File: src/rtl/mcpu_alu_pkg.sv
// Shared definitions for the MCPU sequential ALU: command encodings,
// FSM state type and flag-register bit positions.
package mcpu_alu_pkg;

   localparam logic [2:0] CMD_AND = 3'd0;
   localparam logic [2:0] CMD_OR  = 3'd1;
   localparam logic [2:0] CMD_XOR = 3'd2;
   localparam logic [2:0] CMD_ADD = 3'd3;
   localparam logic [2:0] CMD_SUB = 3'd4;
   localparam logic [2:0] CMD_ADC = 3'd5;
   localparam logic [2:0] CMD_SHR = 3'd6;
   localparam logic [2:0] CMD_MUL = 3'd7;

   localparam int unsigned FLAG_OF = 0;
   localparam int unsigned FLAG_SF = 1;
   localparam int unsigned FLAG_ZF = 2;
   localparam int unsigned FLAG_CF = 3;

   typedef enum logic {
      IDLE,
      MUL
   } state_t;

   function automatic logic [3:0] pack_flags(input logic cf, input logic zf,
                                             input logic sf, input logic of);
      logic [3:0] f;
      f          = '0;
      f[FLAG_CF] = cf;
      f[FLAG_ZF] = zf;
      f[FLAG_SF] = sf;
      f[FLAG_OF] = of;
      return f;
   endfunction

endpackage

File: src/rtl/mcpu_alu_seq_if.sv
// Command/result bundle between the sequencer (master) and the ALU (slave).
interface mcpu_alu_seq_if #(
   parameter int unsigned WORD_SIZE = 8,
   parameter int unsigned CMD_SIZE  = 3
);
   logic [CMD_SIZE-1:0]  cmd;
   logic [WORD_SIZE-1:0] in1;
   logic [WORD_SIZE-1:0] in2;
   logic                 in_valid;
   logic                 in_ready;
   logic [WORD_SIZE-1:0] out;
   logic [WORD_SIZE-1:0] hi;
   logic                 out_valid;
   logic                 CF;
   logic                 ZF;
   logic                 SF;
   logic                 OF;

   modport master (
      output cmd, in1, in2, in_valid,
      input  in_ready, out, hi, out_valid, CF, ZF, SF, OF
   );

   modport slave (
      input  cmd, in1, in2, in_valid,
      output in_ready, out, hi, out_valid, CF, ZF, SF, OF
   );
endinterface

File: src/rtl/mcpu_alu_mul_seq.sv
// Iterative unsigned shift-add multiplier, one multiplier bit per clock.
module mcpu_alu_mul_seq #(
   parameter int unsigned WORD_SIZE = 8
) (
   input  logic                   clk,
   input  logic                   rst_n,
   input  logic                   start,
   input  logic [WORD_SIZE-1:0]   a,
   input  logic [WORD_SIZE-1:0]   b,
   output logic                   busy,
   output logic                   done,
   output logic [2*WORD_SIZE-1:0] product
);
   localparam int unsigned CNT_W = $clog2(WORD_SIZE + 1);

   logic [WORD_SIZE-1:0]   mcand;
   logic [2*WORD_SIZE-1:0] acc;
   logic [CNT_W-1:0]       cnt;
   logic [WORD_SIZE:0]     sum;
   logic [2*WORD_SIZE-1:0] acc_next;

   // Multiplier lives in the low half of acc and is consumed as the partial
   // product shifts in from the top; product/done describe the value that the
   // current edge will produce, so the caller can register it on that edge.
   always_comb begin
      sum      = {1'b0, acc[2*WORD_SIZE-1:WORD_SIZE]} + (acc[0] ? {1'b0, mcand} : '0);
      acc_next = {sum, acc[WORD_SIZE-1:1]};
   end

   assign busy    = (cnt != '0);
   assign done    = (cnt == CNT_W'(1));
   assign product = acc_next;

   always_ff @(posedge clk or negedge rst_n) begin
      if (!rst_n) begin
         mcand <= '0;
         acc   <= '0;
         cnt   <= '0;
      end else if (start) begin
         mcand <= a;
         acc   <= {{WORD_SIZE{1'b0}}, b};
         cnt   <= CNT_W'(WORD_SIZE);
      end else if (busy) begin
         acc <= acc_next;
         cnt <= cnt - CNT_W'(1);
      end
   end
endmodule

File: src/rtl/mcpu_alu_seq.sv
// Registered MCPU ALU: single-cycle logic/arithmetic ops, iterative MUL,
// persistent CF/ZF/SF/OF flag register and a valid/ready command input.
module mcpu_alu_seq
   import mcpu_alu_pkg::*;
#(
   parameter int unsigned WORD_SIZE = 8,
   parameter int unsigned CMD_SIZE  = 3
) (
   input logic             clk,
   input logic             rst_n,
   mcpu_alu_seq_if.slave   bus
);
   localparam int unsigned MSB = WORD_SIZE - 1;

   state_t                 state;
   logic [WORD_SIZE-1:0]   out_r;
   logic [WORD_SIZE-1:0]   hi_r;
   logic [3:0]             flags;
   logic                   out_valid_r;
   logic                   in_ready_r;

   logic [WORD_SIZE-1:0]   res;
   logic                   cf_n;
   logic                   of_n;
   logic                   mul_start;
   logic                   mul_busy;
   logic                   mul_done;
   logic [2*WORD_SIZE-1:0] mul_prod;

   always_comb begin
      res  = '0;
      cf_n = flags[FLAG_CF];
      of_n = 1'b0;
      case (bus.cmd)
         CMD_AND: res = bus.in1 & bus.in2;
         CMD_OR:  res = bus.in1 | bus.in2;
         CMD_XOR: res = bus.in1 ^ bus.in2;
         CMD_ADD: begin
            {cf_n, res} = {1'b0, bus.in1} + {1'b0, bus.in2};
            of_n = (bus.in1[MSB] == bus.in2[MSB]) && (res[MSB] != bus.in1[MSB]);
         end
         CMD_ADC: begin
            {cf_n, res} = {1'b0, bus.in1} + {1'b0, bus.in2}
                        + {{WORD_SIZE{1'b0}}, flags[FLAG_CF]};
            of_n = (bus.in1[MSB] == bus.in2[MSB]) && (res[MSB] != bus.in1[MSB]);
         end
         CMD_SUB: begin
            {cf_n, res} = {1'b0, bus.in1} - {1'b0, bus.in2};
            of_n = (bus.in1[MSB] != bus.in2[MSB]) && (res[MSB] != bus.in1[MSB]);
         end
         CMD_SHR: begin
            res  = {1'b0, bus.in1[WORD_SIZE-1:1]};
            cf_n = bus.in1[0];
         end
         default: ;
      endcase
   end

   assign mul_start = (state == IDLE) && bus.in_valid && (bus.cmd == CMD_SIZE'(CMD_MUL));

   mcpu_alu_mul_seq #(.WORD_SIZE(WORD_SIZE)) u_mul (
      .clk     (clk),
      .rst_n   (rst_n),
      .start   (mul_start),
      .a       (bus.in1),
      .b       (bus.in2),
      .busy    (mul_busy),
      .done    (mul_done),
      .product (mul_prod)
   );

   always_ff @(posedge clk or negedge rst_n) begin
      if (!rst_n) begin
         state       <= IDLE;
         out_r       <= '0;
         hi_r        <= '0;
         flags       <= '0;
         out_valid_r <= 1'b0;
         in_ready_r  <= 1'b1;
      end else begin
         out_valid_r <= 1'b0;
         case (state)
            IDLE: begin
               if (mul_start) begin
                  state      <= MUL;
                  in_ready_r <= 1'b0;
               end else if (bus.in_valid) begin
                  out_r       <= res;
                  flags       <= pack_flags(cf_n, res == '0, res[MSB], of_n);
                  out_valid_r <= 1'b1;
               end
            end
            MUL: begin
               if (mul_done) begin
                  out_r       <= mul_prod[WORD_SIZE-1:0];
                  hi_r        <= mul_prod[2*WORD_SIZE-1:WORD_SIZE];
                  flags       <= pack_flags(|mul_prod[2*WORD_SIZE-1:WORD_SIZE],
                                            mul_prod[WORD_SIZE-1:0] == '0,
                                            mul_prod[MSB],
                                            |mul_prod[2*WORD_SIZE-1:WORD_SIZE]);
                  out_valid_r <= 1'b1;
                  state       <= IDLE;
                  in_ready_r  <= 1'b1;
               end else if (!mul_busy) begin
                  // Multiplier idle without a done pulse: recover without a result.
                  state      <= IDLE;
                  in_ready_r <= 1'b1;
               end
            end
            default: begin
               state      <= IDLE;
               in_ready_r <= 1'b1;
            end
         endcase
      end
   end

   assign bus.out       = out_r;
   assign bus.hi        = hi_r;
   assign bus.out_valid = out_valid_r;
   assign bus.in_ready  = in_ready_r;
   assign bus.CF        = flags[FLAG_CF];
   assign bus.ZF        = flags[FLAG_ZF];
   assign bus.SF        = flags[FLAG_SF];
   assign bus.OF        = flags[FLAG_OF];
endmodule

File: src/flat_wrapper.sv
// flat-port wrapper written by rule: the top's interface ports become plain ports
module mcpu_alu_seq_flat import mcpu_alu_pkg::*;
#(
   parameter int unsigned WORD_SIZE = 8,
   parameter int unsigned CMD_SIZE  = 3
)
  (clk, rst_n, bus_cmd, bus_in1, bus_in2, bus_in_valid, bus_in_ready, bus_out, bus_hi, bus_out_valid, bus_CF, bus_ZF, bus_SF, bus_OF);
  mcpu_alu_seq_if #(.WORD_SIZE(WORD_SIZE), .CMD_SIZE(CMD_SIZE)) bus_i ();
  input logic clk;
  input logic rst_n;
  input wire logic [$bits(bus_i.cmd)-1:0] bus_cmd;
  input wire logic [$bits(bus_i.in1)-1:0] bus_in1;
  input wire logic [$bits(bus_i.in2)-1:0] bus_in2;
  input wire logic [$bits(bus_i.in_valid)-1:0] bus_in_valid;
  output wire logic [$bits(bus_i.in_ready)-1:0] bus_in_ready;
  output wire logic [$bits(bus_i.out)-1:0] bus_out;
  output wire logic [$bits(bus_i.hi)-1:0] bus_hi;
  output wire logic [$bits(bus_i.out_valid)-1:0] bus_out_valid;
  output wire logic [$bits(bus_i.CF)-1:0] bus_CF;
  output wire logic [$bits(bus_i.ZF)-1:0] bus_ZF;
  output wire logic [$bits(bus_i.SF)-1:0] bus_SF;
  output wire logic [$bits(bus_i.OF)-1:0] bus_OF;
  assign bus_i.cmd = bus_cmd;
  assign bus_i.in1 = bus_in1;
  assign bus_i.in2 = bus_in2;
  assign bus_i.in_valid = bus_in_valid;
  assign bus_in_ready = bus_i.in_ready;
  assign bus_out = bus_i.out;
  assign bus_hi = bus_i.hi;
  assign bus_out_valid = bus_i.out_valid;
  assign bus_CF = bus_i.CF;
  assign bus_ZF = bus_i.ZF;
  assign bus_SF = bus_i.SF;
  assign bus_OF = bus_i.OF;
  mcpu_alu_seq #(.WORD_SIZE(WORD_SIZE), .CMD_SIZE(CMD_SIZE)) u_core (.clk(clk), .rst_n(rst_n), .bus(bus_i));
endmodule
File: config.mk
export PLATFORM = sky130hd
export DESIGN_NAME = mcpu_alu_seq_flat
export DESIGN_NICKNAME = d
export VERILOG_FILES = /design/src/rtl/mcpu_alu_pkg.sv /design/src/rtl/mcpu_alu_seq_if.sv /design/src/rtl/mcpu_alu_mul_seq.sv /design/src/rtl/mcpu_alu_seq.sv /design/src/flat_wrapper.sv
export SDC_FILE = /design/constraint.sdc
export NUM_CORES = 1
export LEC_CHECK = 0
export ABC_CLOCK_PERIOD_IN_PS = 2500
export BUFFER_PORTS_ARGS = -buffer_cell sky130_fd_sc_hd__buf_4
export CAP_MARGIN = 20
export CORE_AREA = 2 2 92 112
export CTS_CLUSTER_DIAMETER = 30
export DETAILED_ROUTE_END_ITERATION = 6
export DIE_AREA = 0 0 94 114
export GPL_TIMING_DRIVEN = 0
export PLACE_DENSITY = 0.65
export SETUP_SLACK_MARGIN = 0.4
export SLEW_MARGIN = 30
export SYNTH_ARGS = -nofsm -noshare
export SYNTH_HDL_FRONTEND = slang
export SYNTH_SLANG_ARGS = --single-unit
export TNS_END_PERCENT = 100
File: constraint.sdc
create_clock -name clk -period 2.5 [get_ports clk]
set_input_delay 0.75 -clock clk [delete_from_list [all_inputs] [get_ports clk]]
set_output_delay 0.75 -clock clk [all_outputs]
set_load 0.1 [all_outputs]
==> qor.txt, run 1 <==
ROUTE
--------------------------------------------------------------------------------------------------------
First-iteration detailed-routing DRC count ................................................          317
DR pass1 iterations .......................................................................            5
Number of antenna-violating nets in the routed design .....................................            0
DRC errors left ...........................................................................            0
Avg WL per Cell ...........................................................................     18.83 um
Count of vias placed by the detailed router ...............................................        4,012
Final wirelength ..........................................................................    12,980 um
Routed via count divided by cell count ....................................................        5.823

HOLD PATH
--------------------------------------------------------------------------------------------------------
Worst hold-check path type ................................................................ primary input to async pin

GRT
--------------------------------------------------------------------------------------------------------
Number of antenna violations at the first check in global routing .........................            0
Via count of the first global-routing pass ................................................        4,039
Maximum number of pins on one net before global-route repair ..............................           51
Total global routing overflow .............................................................            0
Global-route wire length before repair ....................................................    20,600 um
Global Route Usage Sum ....................................................................       0.2463

PWR
--------------------------------------------------------------------------------------------------------
Sw power ..................................................................................      3232 uW
Clk network pwr share .....................................................................        0.108
LEAKAGE ...................................................................................  0.002438 uW
Highest ir drop seen on vdd ...............................................................     980.4 uV
Pint ......................................................................................      3120 uW
Sequential power share ....................................................................        0.232
Power per standard cell area .............................................................. 1140 mW/mm^2
Combinational Power Share .................................................................        0.661
Proportion of total power due to net switching ............................................       0.5088
Post-layout power .........................................................................      6352 uW

YOSYS
--------------------------------------------------------------------------------------------------------
Mapped Cells ..............................................................................          486
Post-synthesis area per instance ..........................................................   8.748 um^2
Top post-synthesis cells by area .......................................................... sky130_fd_sc_hd__dfrtp_1 29%, sky130_fd_sc_hd__ha_1 11%, sky130_fd_sc_hd__mux2i_1 4.0%
Yosys warnings ............................................................................            0
Share of the synthesized area in the top cell type ........................................       0.2884
Net Count, Synth ..........................................................................          548
Cell area after technology mapping ........................................................ 0.004252 mm^2
Most common flop cell mapped by yosys ..................................................... sky130_fd_sc_hd__dfrtp_1
Number of synthesized flops with an enable pin ............................................            0
Share of synthesized area occupied by flip-flops and latches ..............................       0.2946
Synthesis-stage register bit count ........................................................           50
Yosys top cell by area .................................................................... sky130_fd_sc_hd__dfrtp_1
Netlist cell types ........................................................................           79
Async set-or-reset flop fraction in the synthesized netlist ...............................        1.000

PLACEMENT
--------------------------------------------------------------------------------------------------------
Post-DP HPWL ..............................................................................      9170 um
Number of input and output port buffers inserted ..........................................           41
Post-place setup slack ....................................................................    -1.166 ns
Final weighted congestion of routability-driven global placement ..........................       0.9313

STA
--------------------------------------------------------------------------------------------------------
Clock period minus worst slack ............................................................     3.239 ns
Final number of setup-violating endpoints .................................................            8
Hold Slack ................................................................................    0.4719 ns
Fin. max-slew vios ........................................................................            0
Tightest slew margin relative to the limit ................................................       0.5656
Clk_skew ..................................................................................  0.009403 ns
Share of the clock period used by the worst path ..........................................        1.295
Worst-Margin Slew .........................................................................    0.6516 ns
Setup repair after global routing missed its margin .......................................         true
Final hold viol count .....................................................................            0
Final WS setup ............................................................................   -0.7387 ns
Achievable frequency ......................................................................    308.8 MHz

CTS
--------------------------------------------------------------------------------------------------------
Post-CTS clock slew at the launch and capture registers of the worst setup and hold paths .      0.07 ns
Cts-stage hold buffer count ...............................................................            0
CTS tree ..................................................................................          yes
CTS H-tree depth ..........................................................................            2
CTS Buffer Depth ..........................................................................            2
Clk sinks .................................................................................           50
Root cell of the clock tree ............................................................... sky130_fd_sc_hd__clkbuf_16
Clk Latency, worst-skew pair ..............................................................      0.30 ns
Number of buffers created by CTS ..........................................................            5

FINISH
--------------------------------------------------------------------------------------------------------
Fin util ..................................................................................       0.5710
Fraction of final layout cells sized beyond drive strength 1 ..............................       0.3464
ANT cells .................................................................................            0
# nets final ..............................................................................          624
Filler Cell Count .........................................................................          879
Synthesis-to-layout area growth ...........................................................       31.08%

WORST SETUP PATH
--------------------------------------------------------------------------------------------------------
Critical path data arrival time ...........................................................      3.45 ns
Crit Path Class ........................................................................... primary input to register
Startpoint of the most critical register-to-register path ................................. u_core.flags[3]
Kind of end point of the critical path ....................................................     register
Critical path peak fanout .................................................................            4
Critical path data required time ..........................................................      2.71 ns
Worst r2r path cells ......................................................................            8
Worst Setup Start Kind .................................................................... primary input
R2r endpoint .............................................................................. u_core.flags[2]
Setup slack of the most critical reg-to-reg path ..........................................     -0.08 ns

FLOORPLAN
--------------------------------------------------------------------------------------------------------
Die width .................................................................................        94 um
DIE HEIGHT ................................................................................       114 um
Area of the die ........................................................................... 0.01072 mm^2
Floorplan core area ....................................................................... 0.009759 mm^2
Boundary pin count ........................................................................           44
Initial standard-cell utilization of the core .............................................       0.4356
Number of cell rows .......................................................................           40

OUTCOME
--------------------------------------------------------------------------------------------------------
Outcome ................................................................................... finished with violations
Failing checks ............................................................................ setup timing

RUN
--------------------------------------------------------------------------------------------------------
Total of max-cap violations ...............................................................            0

==> state kept, by name (all words and copies together), names as in the netlist <==
register,count
u_core.bus.hi,8
u_core.bus.in_ready,1
u_core.bus.out,7
u_core.bus.out_valid,1
u_core.flags,4
u_core.state,1
u_core.u_mul.acc,16
u_core.u_mul.cnt,4
u_core.u_mul.mcand,8
==> worst max path at each step <==
stage	startpoint	endpoint	slack, ns	cells after the start
floorplan	bus_in2[3]	u_core.flags[0]	-0.70	10
finish	bus_in2[0]	u_core.flags[0]	-0.74	12
detailed placement	bus_in1[6]	u_core.flags[3]	-1.17	11
global route	bus_in2[3]	u_core.flags[0]	-0.81	11
global placement	bus_in1[6]	u_core.flags[3]	-1.17	11
CTS	bus_in2[1]	u_core.flags[0]	-0.71	11
==> power groups by stage <==
stage	combinational, uW	sequential [uW]	clock (uW)
floorplan	1640	2490	0
global placement	3390	1450	0
detailed placement	3440	1460	0
CTS	3850	1460	698
global route	4480	1520	740
finish	4200	1470	684
==> layout make-up <==
class                   count  area (um^2)  share of cell area
multi-input cells         373         3153              0.5658
flip-flops and latches     50         1254              0.2250
repair buffers             69        568.0              0.1019
well taps                 126        157.7             0.02829
inverters                  37        151.4             0.02717
plain buffers              26        145.1             0.02604
clock buffers               6        128.9             0.02313
clock inverters             2        15.01            0.002694
==> per-stage QoR <==
stage               cells  setup TNS (ns)  area (um^2)
floorplan             486          -3.114         4359
global placement      653          -7.409         4825
detailed placement    653          -7.669         4825
CTS                   676          -3.673         5351
global route          689          -4.725         5573
finish                689          -4.046         5573
==> timing repair <==
action | CTS | global route
setup buffers | 15 | 13
gates resized for setup | 65 | 34
setup endpoints to repair | 21 | 33
pin swaps | 11 | 16
==> kinds of logic (layout without fill, tap and decap cells) <==
kind of cell,after synthesis,count (layout),share of synthesized area
XOR/XNOR,23,23,0.05415
multiplexers,31,31,0.08240
adder cells (fa/ha/maj),40,40,0.1230
buffers and inverters,63,140,0.06239
AND/OR/NAND/NOR,154,154,0.1801
flip-flops,50,50,0.2946
AO/OA/AOI/OAI,125,125,0.2034
==> cells in the final DEF, fill, tap and decap left out, types with 6 or more instances in the layout <==
cell                       netlist  routed
sky130_fd_sc_hd__a21oi_1        28      24
sky130_fd_sc_hd__a31oi_1         6       6
sky130_fd_sc_hd__and2_1         10       7
sky130_fd_sc_hd__buf_2           5       6
sky130_fd_sc_hd__buf_4           2      62
sky130_fd_sc_hd__buf_6           2       7
sky130_fd_sc_hd__clkbuf_1       12       8
sky130_fd_sc_hd__dfrtp_1        49      48
sky130_fd_sc_hd__ha_1           37      28
sky130_fd_sc_hd__ha_4            0       8
sky130_fd_sc_hd__inv_1          33      24
sky130_fd_sc_hd__inv_2           3       9
sky130_fd_sc_hd__mux2_2         12      11
sky130_fd_sc_hd__mux2i_1        17      16
sky130_fd_sc_hd__nand2_1        37      34
sky130_fd_sc_hd__nand3_1        11       8
sky130_fd_sc_hd__nor2_1         45      39
sky130_fd_sc_hd__nor3_1         11       9
sky130_fd_sc_hd__o21ai_0        33      23
sky130_fd_sc_hd__o21ai_1         2       7
sky130_fd_sc_hd__xnor2_1        15      14
==> metal layers <==
metal  global-route usage  vias up  wire length (um)
li1                     -     1888                 -
met1               0.2923     1932              5055
met2               0.4271      147              6587
met3              0.03170       45               623
met4               0.1362        0               709
met5                    0        -                 0
==> critical path, stage by stage <==
cell                       delay [ns]
sky130_fd_sc_hd__buf_8           0.09
sky130_fd_sc_hd__ha_4            0.15
sky130_fd_sc_hd__inv_2           0.04
sky130_fd_sc_hd__fa_2            0.36
sky130_fd_sc_hd__and2b_4         0.32
sky130_fd_sc_hd__o2111a_2        0.28
sky130_fd_sc_hd__nor4_2          0.06
sky130_fd_sc_hd__or2_1           0.29
sky130_fd_sc_hd__nor4_4          0.20
sky130_fd_sc_hd__xnor3_1         0.28
sky130_fd_sc_hd__or4_4           0.43
sky130_fd_sc_hd__a211oi_2        0.19
==> cells in the mapped netlist, types with 4 or more instances <==
cell type,n
sky130_fd_sc_hd__o22ai_1,4
sky130_fd_sc_hd__ha_1,37
sky130_fd_sc_hd__nand3_1,11
sky130_fd_sc_hd__inv_1,33
sky130_fd_sc_hd__buf_2,5
sky130_fd_sc_hd__nand2_1,37
sky130_fd_sc_hd__nor2_1,45
sky130_fd_sc_hd__a31oi_1,6
sky130_fd_sc_hd__o21ai_0,33
sky130_fd_sc_hd__nor2b_1,6
sky130_fd_sc_hd__nor4_1,5
sky130_fd_sc_hd__and2_1,10
sky130_fd_sc_hd__a21oi_1,28
sky130_fd_sc_hd__mux2i_1,17
sky130_fd_sc_hd__xnor2_1,15
sky130_fd_sc_hd__dfrtp_1,49
sky130_fd_sc_hd__nand2b_1,4
sky130_fd_sc_hd__mux2_2,12
sky130_fd_sc_hd__or3_1,4
sky130_fd_sc_hd__xor2_1,5
sky130_fd_sc_hd__clkbuf_1,12
sky130_fd_sc_hd__nor3_1,11
sky130_fd_sc_hd__buf_1,5
sky130_fd_sc_hd__a211oi_1,5
(Power assumes the default switching activity.)
==> inputs of run 2 (changes only) <==
Settings changed: CORE_AREA 2 2 92 112 to 2 2 86 121, DIE_AREA 0 0 94 114 to 0 0 88 123, PLACE_DENSITY 0.65 to unset.
==> run 2 against run 1 <==
  * The run still ends with setup timing left
  * Clock power up 11%
  * Routed wire length down 0.38%
  * Maximum frequency up 0.64%
  * Count of clock-buffer cells in the layout up 1
  * Register-to-register slack worse by 0.02 ns
  * Clock skew down 0.0022 ns
  * Non-clock buffer count up 6
  * Critical path depth up 1
  * Final area up 2.0%
==> qor.txt, run 2 (synthesis gave the netlist of run 1 again) <==
OUTCOME
--------------------------------------------------------------------------------------------------------
Failing checks ............................................................................ setup timing
Outcome ................................................................................... finished with violations

STA
--------------------------------------------------------------------------------------------------------
Clock period minus worst slack ............................................................     3.218 ns
Achievable frequency ......................................................................    310.8 MHz
Final hold viol count .....................................................................            0
Fin. max-slew vios ........................................................................            0
Final WS setup ............................................................................   -0.7180 ns
Final number of setup-violating endpoints .................................................            9
Clk_skew ..................................................................................  0.007196 ns
Tightest slew margin relative to the limit ................................................       0.5823
Hold Slack ................................................................................    0.4703 ns
Share of the clock period used by the worst path ..........................................        1.287
Setup repair after global routing missed its margin .......................................         true
Worst-Margin Slew .........................................................................    0.6266 ns

HOLD PATH
--------------------------------------------------------------------------------------------------------
Worst hold-check path type ................................................................ primary input to async pin

FLOORPLAN
--------------------------------------------------------------------------------------------------------
DIE HEIGHT ................................................................................       123 um
Floorplan core area ....................................................................... 0.009738 mm^2
Number of cell rows .......................................................................           43
Initial standard-cell utilization of the core .............................................       0.4366
Die width .................................................................................        88 um
Area of the die ........................................................................... 0.01082 mm^2
Boundary pin count ........................................................................           44

GRT
--------------------------------------------------------------------------------------------------------
Global Route Usage Sum ....................................................................       0.2436
Global-route wire length before repair ....................................................    20,150 um
Number of antenna violations at the first check in global routing .........................            0
Total global routing overflow .............................................................            0
Via count of the first global-routing pass ................................................        3,901
Maximum number of pins on one net before global-route repair ..............................           51

WORST SETUP PATH
--------------------------------------------------------------------------------------------------------
R2r endpoint .............................................................................. u_core.flags[2]
Critical path data required time ..........................................................      2.71 ns
Worst r2r path cells ......................................................................            8
Crit Path Class ........................................................................... primary input to register
Critical path data arrival time ...........................................................      3.43 ns
Startpoint of the most critical register-to-register path ................................. u_core.u_mul.cnt[1]
Kind of end point of the critical path ....................................................     register
Setup slack of the most critical reg-to-reg path ..........................................     -0.10 ns
Worst Setup Start Kind .................................................................... primary input
Critical path peak fanout .................................................................            4

CTS
--------------------------------------------------------------------------------------------------------
CTS H-tree depth ..........................................................................            2
Clk Latency, worst-skew pair ..............................................................      0.30 ns
CTS tree ..................................................................................          yes
Post-CTS clock slew at the launch and capture registers of the worst setup and hold paths .      0.07 ns
Number of buffers created by CTS ..........................................................            5
Root cell of the clock tree ............................................................... sky130_fd_sc_hd__clkbuf_16
CTS Buffer Depth ..........................................................................            2
Clk sinks .................................................................................           50

RUN
--------------------------------------------------------------------------------------------------------
Total of max-cap violations ...............................................................            0

ROUTE
--------------------------------------------------------------------------------------------------------
Final wirelength ..........................................................................    12,930 um
Count of vias placed by the detailed router ...............................................        3,973
DRC errors left ...........................................................................            0
First-iteration detailed-routing DRC count ................................................          209
DR pass1 iterations .......................................................................            4
Number of antenna-violating nets in the routed design .....................................            0
Routed via count divided by cell count ....................................................        5.643
Avg WL per Cell ...........................................................................     18.36 um

FINISH
--------------------------------------------------------------------------------------------------------
Register bank with the most flops ......................................................... u_core.u_mul.acc
Synthesis-to-layout area growth ...........................................................       33.73%
Max reg flops .............................................................................           16
ANT cells .................................................................................            0
Most frequent standard cell in the layout excluding fill and tap cells .................... sky130_fd_sc_hd__buf_4
# nets final ..............................................................................          630
Most used cells in the layout excluding fill and tap cells ................................ 67 x sky130_fd_sc_hd__buf_4, 48 x sky130_fd_sc_hd__dfrtp_1, 40 x sky130_fd_sc_hd__nor2_1
Fraction of final layout cells sized beyond drive strength 1 ..............................       0.3638

PWR
--------------------------------------------------------------------------------------------------------
LEAKAGE ...................................................................................  0.002479 uW
Highest ir drop seen on vdd ...............................................................     605.6 uV
Post-layout power .........................................................................      6377 uW
Power per standard cell area .............................................................. 1122 mW/mm^2

PLACEMENT
--------------------------------------------------------------------------------------------------------
Final weighted congestion of routability-driven global placement ..........................       0.9014
Number of input and output port buffers inserted ..........................................           41
Post-DP HPWL ..............................................................................      9848 um

## run 2: cell types whose count changed in the layout (fill, tap and decap cells not counted), moves of 3 or more
cell and change:
sky130_fd_sc_hd__ha_4 +3, sky130_fd_sc_hd__o21ai_2 +3, sky130_fd_sc_hd__clkinvlp_4 -3, sky130_fd_sc_hd__ha_1 -3, sky130_fd_sc_hd__buf_4 +5
## run 2: area by class of cell
class	count	area [um^2]
Inverter	37	152.6
Buffer	26	145.1
Sequential cell	50	1254
Timing Repair Buffer	75	613.1
Clock inverter	1	30.03
Tap cell	135	168.9
Multi-Input combinational cell	373	3189
Clock buffer	7	132.6
Fill cell	859	4053
## run 2: how the worst max path moves through the flow
stage	startpoint	slack [ns]	cells after the start	to
finish	bus_in1[0]	-0.72	13	u_core.flags[2]
global route	bus_in1[0]	-0.79	13	u_core.flags[2]
detailed placement	bus_in1[6]	-1.18	11	u_core.flags[3]
floorplan	bus_in2[3]	-0.70	10	u_core.flags[0]
global placement	bus_in1[6]	-1.17	11	u_core.flags[3]
CTS	bus_in1[0]	-0.69	12	u_core.flags[2]
## run 2: timing repair
item	4_1_cts	5_1_grt
hold buffers	0	0
gates resized for setup	68	39
endpoints found under the setup margin	20	27
pin swaps	20	19
setup buffers	20	14
## run 2: per-stage QoR
| step | cell area, um^2 | util | instances | setup WS [ns] | TNS (ns) |
|---|---|---|---|---|---|
| 3_5_place_dp | 4836 | 0.4966 | 662 | -1.183 | -8.037 |
| 5_1_grt | 5685 | 0.5838 | 704 | -0.7881 | -4.563 |
| 2_1_floorplan | 4359 | - | 486 | -0.7034 | -3.114 |
| 6_report | 5685 | 0.5838 | 704 | -0.7180 | -3.780 |
| 3_3_place_gp | 4836 | 0.4966 | 662 | -1.169 | -7.994 |
| 4_1_cts | 5435 | 0.5581 | 690 | -0.6933 | -3.453 |
## run 2: routing by layer
| layer | track usage | vias up | wire [um] | share of wire |
|---|---|---|---|---|
| li1 | - | 1893 | - | - |
| met1 | 0.2771 | 1950 | 4941 | 0.38 |
| met2 | 0.4437 | 98 | 7073 | 0.55 |
| met3 | 0.02470 | 32 | 344 | 0.027 |
| met4 | 0.1221 | 0 | 567 | 0.044 |
| met5 | 0 | - | 0 | 0 |
## run 2: critical path, cell delays in order
cell and delay, ns:
sky130_fd_sc_hd__buf_8 0.09, sky130_fd_sc_hd__ha_4 0.13, sky130_fd_sc_hd__inv_2 0.04, sky130_fd_sc_hd__fa_2 0.56
sky130_fd_sc_hd__inv_2 0.06, sky130_fd_sc_hd__ha_4 0.23, sky130_fd_sc_hd__nand2_2 0.07, sky130_fd_sc_hd__o21ai_2 0.06
sky130_fd_sc_hd__a22oi_2 0.17, sky130_fd_sc_hd__o221ai_2 0.15, sky130_fd_sc_hd__or4_1 0.44, sky130_fd_sc_hd__or4_4 0.51
sky130_fd_sc_hd__o31ai_4 0.17
## run 2: where the power goes
group	total, uW	leakage [uW]	switching (uW)	internal, uW
registers	1490	0.000614	288	1200
logic	4130	0.00179	2610	1520
clock network	761	0.0000781	287	473
total	6380	0.00248	3190	3190
==> inputs of run 3 (changes only) <==
Settings changed: BUFFER_PORTS_ARGS -buffer_cell sky130_fd_sc_hd__buf_4 to -buffer_cell sky130_fd_sc_hd__buf_2, CTS_BUF_LIST set to sky130_fd_sc_hd__clkbuf_16.
==> run 3 against run 2 <==
  * The flow still finishes with violations (setup timing)
  * Clock skew shrank 0.00069 ns
  * Maximum frequency shrank 1.9%
  * Combinational power shrank 4%
  * Critical path depth shrank 1
  * First-iteration DRC count shrank 6.2%
  * Cell count is the same
  * Critical path type unchanged
  * Critical endpoint unchanged
  * Largest power group unchanged
==> qor.txt, run 3 (synthesis gave the netlist of run 1 again) <==
ROUTE
--------------------------------------------------------------------------------------------------------
Max layer used ............................................................................         met4
Avg WL per Cell ...........................................................................     18.34 um
DRC errors left ...........................................................................            0
First-iteration detailed-routing DRC count ................................................          196
Total routed wire length on the met1 layer ................................................      4872 um
Final wirelength ..........................................................................    12,910 um
Amount of wire on met3 after detailed routing .............................................       482 um
Wire length on met2 .......................................................................      6956 um
DR pass1 iterations .......................................................................            5
Count of vias placed by the detailed router ...............................................        4,017
Number of antenna-violating nets in the routed design .....................................            0
Routed via count divided by cell count ....................................................        5.706

FINISH
--------------------------------------------------------------------------------------------------------
Synthesis-to-layout area growth ...........................................................       33.76%
Finished layout cell area ................................................................. 0.005687 mm^2
Most frequent standard cell in the layout excluding fill and tap cells .................... sky130_fd_sc_hd__dfrtp_1
Max reg flops .............................................................................           16
ANT cells .................................................................................            0
Register bank with the most flops ......................................................... u_core.u_mul.acc
Most used cells in the layout excluding fill and tap cells ................................ 48 x sky130_fd_sc_hd__dfrtp_1, 39 x sky130_fd_sc_hd__nor2_1, 37 x sky130_fd_sc_hd__buf_2
Fin util ..................................................................................       0.5840
# nets final ..............................................................................          630
Count of placed standard cells in the final layout, fillers left out ......................          704
Fraction of final layout cells sized beyond drive strength 1 ..............................       0.3585

CTS
--------------------------------------------------------------------------------------------------------
Clk Latency, worst-skew pair ..............................................................      0.29 ns
CTS Buffer Depth ..........................................................................            2
Post-CTS clock slew at the launch and capture registers of the worst setup and hold paths .      0.06 ns
CTS H-tree depth ..........................................................................            2
Root cell of the clock tree ............................................................... sky130_fd_sc_hd__clkbuf_16
CTS tree ..................................................................................          yes
Number of buffers created by CTS ..........................................................            5
Clk sinks .................................................................................           50

WORST SETUP PATH
--------------------------------------------------------------------------------------------------------
Critical path peak fanout .................................................................            4
Critical Path Max Stage Delay .............................................................      0.56 ns
Worst r2r path cells ......................................................................            9
Worst Setup Start Kind .................................................................... primary input
WP buf/inv ................................................................................            2
R2r endpoint .............................................................................. u_core.flags[2]
Setup slack of the most critical reg-to-reg path ..........................................     -0.07 ns
Slowest library cell on the worst path .................................................... sky130_fd_sc_hd__or4_4
Critical path data arrival time ...........................................................      3.49 ns
Crit Path Class ........................................................................... primary input to register
Critical path data required time ..........................................................      2.71 ns
Startpoint of the most critical register-to-register path ................................. u_core.flags[3]
Ordered list of cells on the worst path ................................................... buf_12, inv_1, ha_1, fa_1, nor3_2, o31ai_2, and3_1, o21ai_0, nor4b_2, o21ai_2, or4_4, o31ai_4
Kind of end point of the critical path ....................................................     register
Gate family responsible for the most delay along the worst path ........................... simple AND/OR/NAND/NOR gates

FLOORPLAN
--------------------------------------------------------------------------------------------------------
Die width .................................................................................        88 um
DIE HEIGHT ................................................................................       123 um
Area of the die ........................................................................... 0.01082 mm^2
Number of cell rows .......................................................................           43
Initial standard-cell utilization of the core .............................................       0.4366
Floorplan core area ....................................................................... 0.009738 mm^2
Boundary pin count ........................................................................           44

PWR
--------------------------------------------------------------------------------------------------------
LEAKAGE ...................................................................................  0.002491 uW
Power per standard cell area .............................................................. 1087 mW/mm^2
Highest ir drop seen on vdd ...............................................................     588.8 uV
Post-layout power .........................................................................      6183 uW

PLACEMENT
--------------------------------------------------------------------------------------------------------
Final weighted congestion of routability-driven global placement ..........................       0.9031
Number of input and output port buffers inserted ..........................................           41
Cell area after placement ................................................................. 0.004736 mm^2
Placed instance count .....................................................................          662
Post-DP HPWL ..............................................................................      9595 um

GRT
--------------------------------------------------------------------------------------------------------
Total global routing overflow .............................................................            0
Global-route wire length before repair ....................................................    19,950 um
Global Route Usage Sum ....................................................................       0.2415
Number of antenna violations at the first check in global routing .........................            0
Maximum number of pins on one net before global-route repair ..............................           51
Via count of the first global-routing pass ................................................        3,994

RUN
--------------------------------------------------------------------------------------------------------
Total of max-cap violations ...............................................................            0

STA
--------------------------------------------------------------------------------------------------------
Final number of setup-violating endpoints .................................................            9
Worst-Margin Slew .........................................................................    0.6585 ns
Hold Slack ................................................................................    0.4685 ns
Clock period minus worst slack ............................................................     3.279 ns
Final hold viol count .....................................................................            0
Setup repair after global routing missed its margin .......................................         true
Clk_skew ..................................................................................  0.006511 ns
Fin. max-slew vios ........................................................................            0
Share of the clock period used by the worst path ..........................................        1.312
Tightest slew margin relative to the limit ................................................       0.5610
Achievable frequency ......................................................................    305.0 MHz
Final WS setup ............................................................................   -0.7791 ns

HOLD PATH
--------------------------------------------------------------------------------------------------------
Worst hold-check path type ................................................................ primary input to async pin

OUTCOME
--------------------------------------------------------------------------------------------------------
Failing checks ............................................................................ setup timing
Outcome ................................................................................... finished with violations

==> run 3: layout make-up <==
type | count | area [um^2]
Fill cell | 864 | 4051
Multi-Input combinational cell | 373 | 3241
Sequential cell | 50 | 1254
Timing Repair Buffer | 75 | 565.5
Tap cell | 135 | 168.9
Inverter | 37 | 153.9
Buffer | 26 | 141.4
Clock buffer | 5 | 125.1
Clock inverter | 3 | 37.54
==> run 3: report_power, final <==
group | total (uW) | internal (uW) | switching [uW]
Clock | 749 | 465 | 284
Sequential | 1480 | 1200 | 279
Combinational | 3960 | 1380 | 2580
Total | 6180 | 3040 | 3140
==> run 3: stage by stage <==
stage | TNS, ns | worst slack (ns)
3_3_place_gp | -8.379 | -1.203
3_5_place_dp | -8.558 | -1.249
4_1_cts | -3.677 | -0.6562
5_1_grt | -5.077 | -0.8047
6_report | -4.424 | -0.7791
2_1_floorplan | -3.114 | -0.7034
==> run 3: routing by layer <==
layer,vias up,track usage
met1,1947,0.2641
met4,0,0.1317
met5,-,0
met2,141,0.4465
met3,37,0.02470
li1,1892,-
==> run 3: worst max-delay path by stage <==
| stage | endpoint | cells after the start | slack (ns) | start |
|---|---|---|---|---|
| floorplan | u_core.flags[0] | 10 | -0.70 | bus_in2[3] |
| global placement | u_core.flags[2] | 11 | -1.20 | bus_in2[1] |
| detailed placement | u_core.flags[2] | 11 | -1.25 | bus_in2[1] |
| CTS | u_core.flags[2] | 12 | -0.66 | bus_in1[0] |
| global route | u_core.flags[2] | 12 | -0.80 | bus_in1[0] |
| finish | u_core.flags[2] | 12 | -0.78 | bus_in1[0] |
==> run 3: what timing repair did <==
item	CTS	global route
endpoints found under the setup margin	21	33
pin swaps	36	25
setup buffers	25	9
hold buffers	0	0
resized for setup	92	28
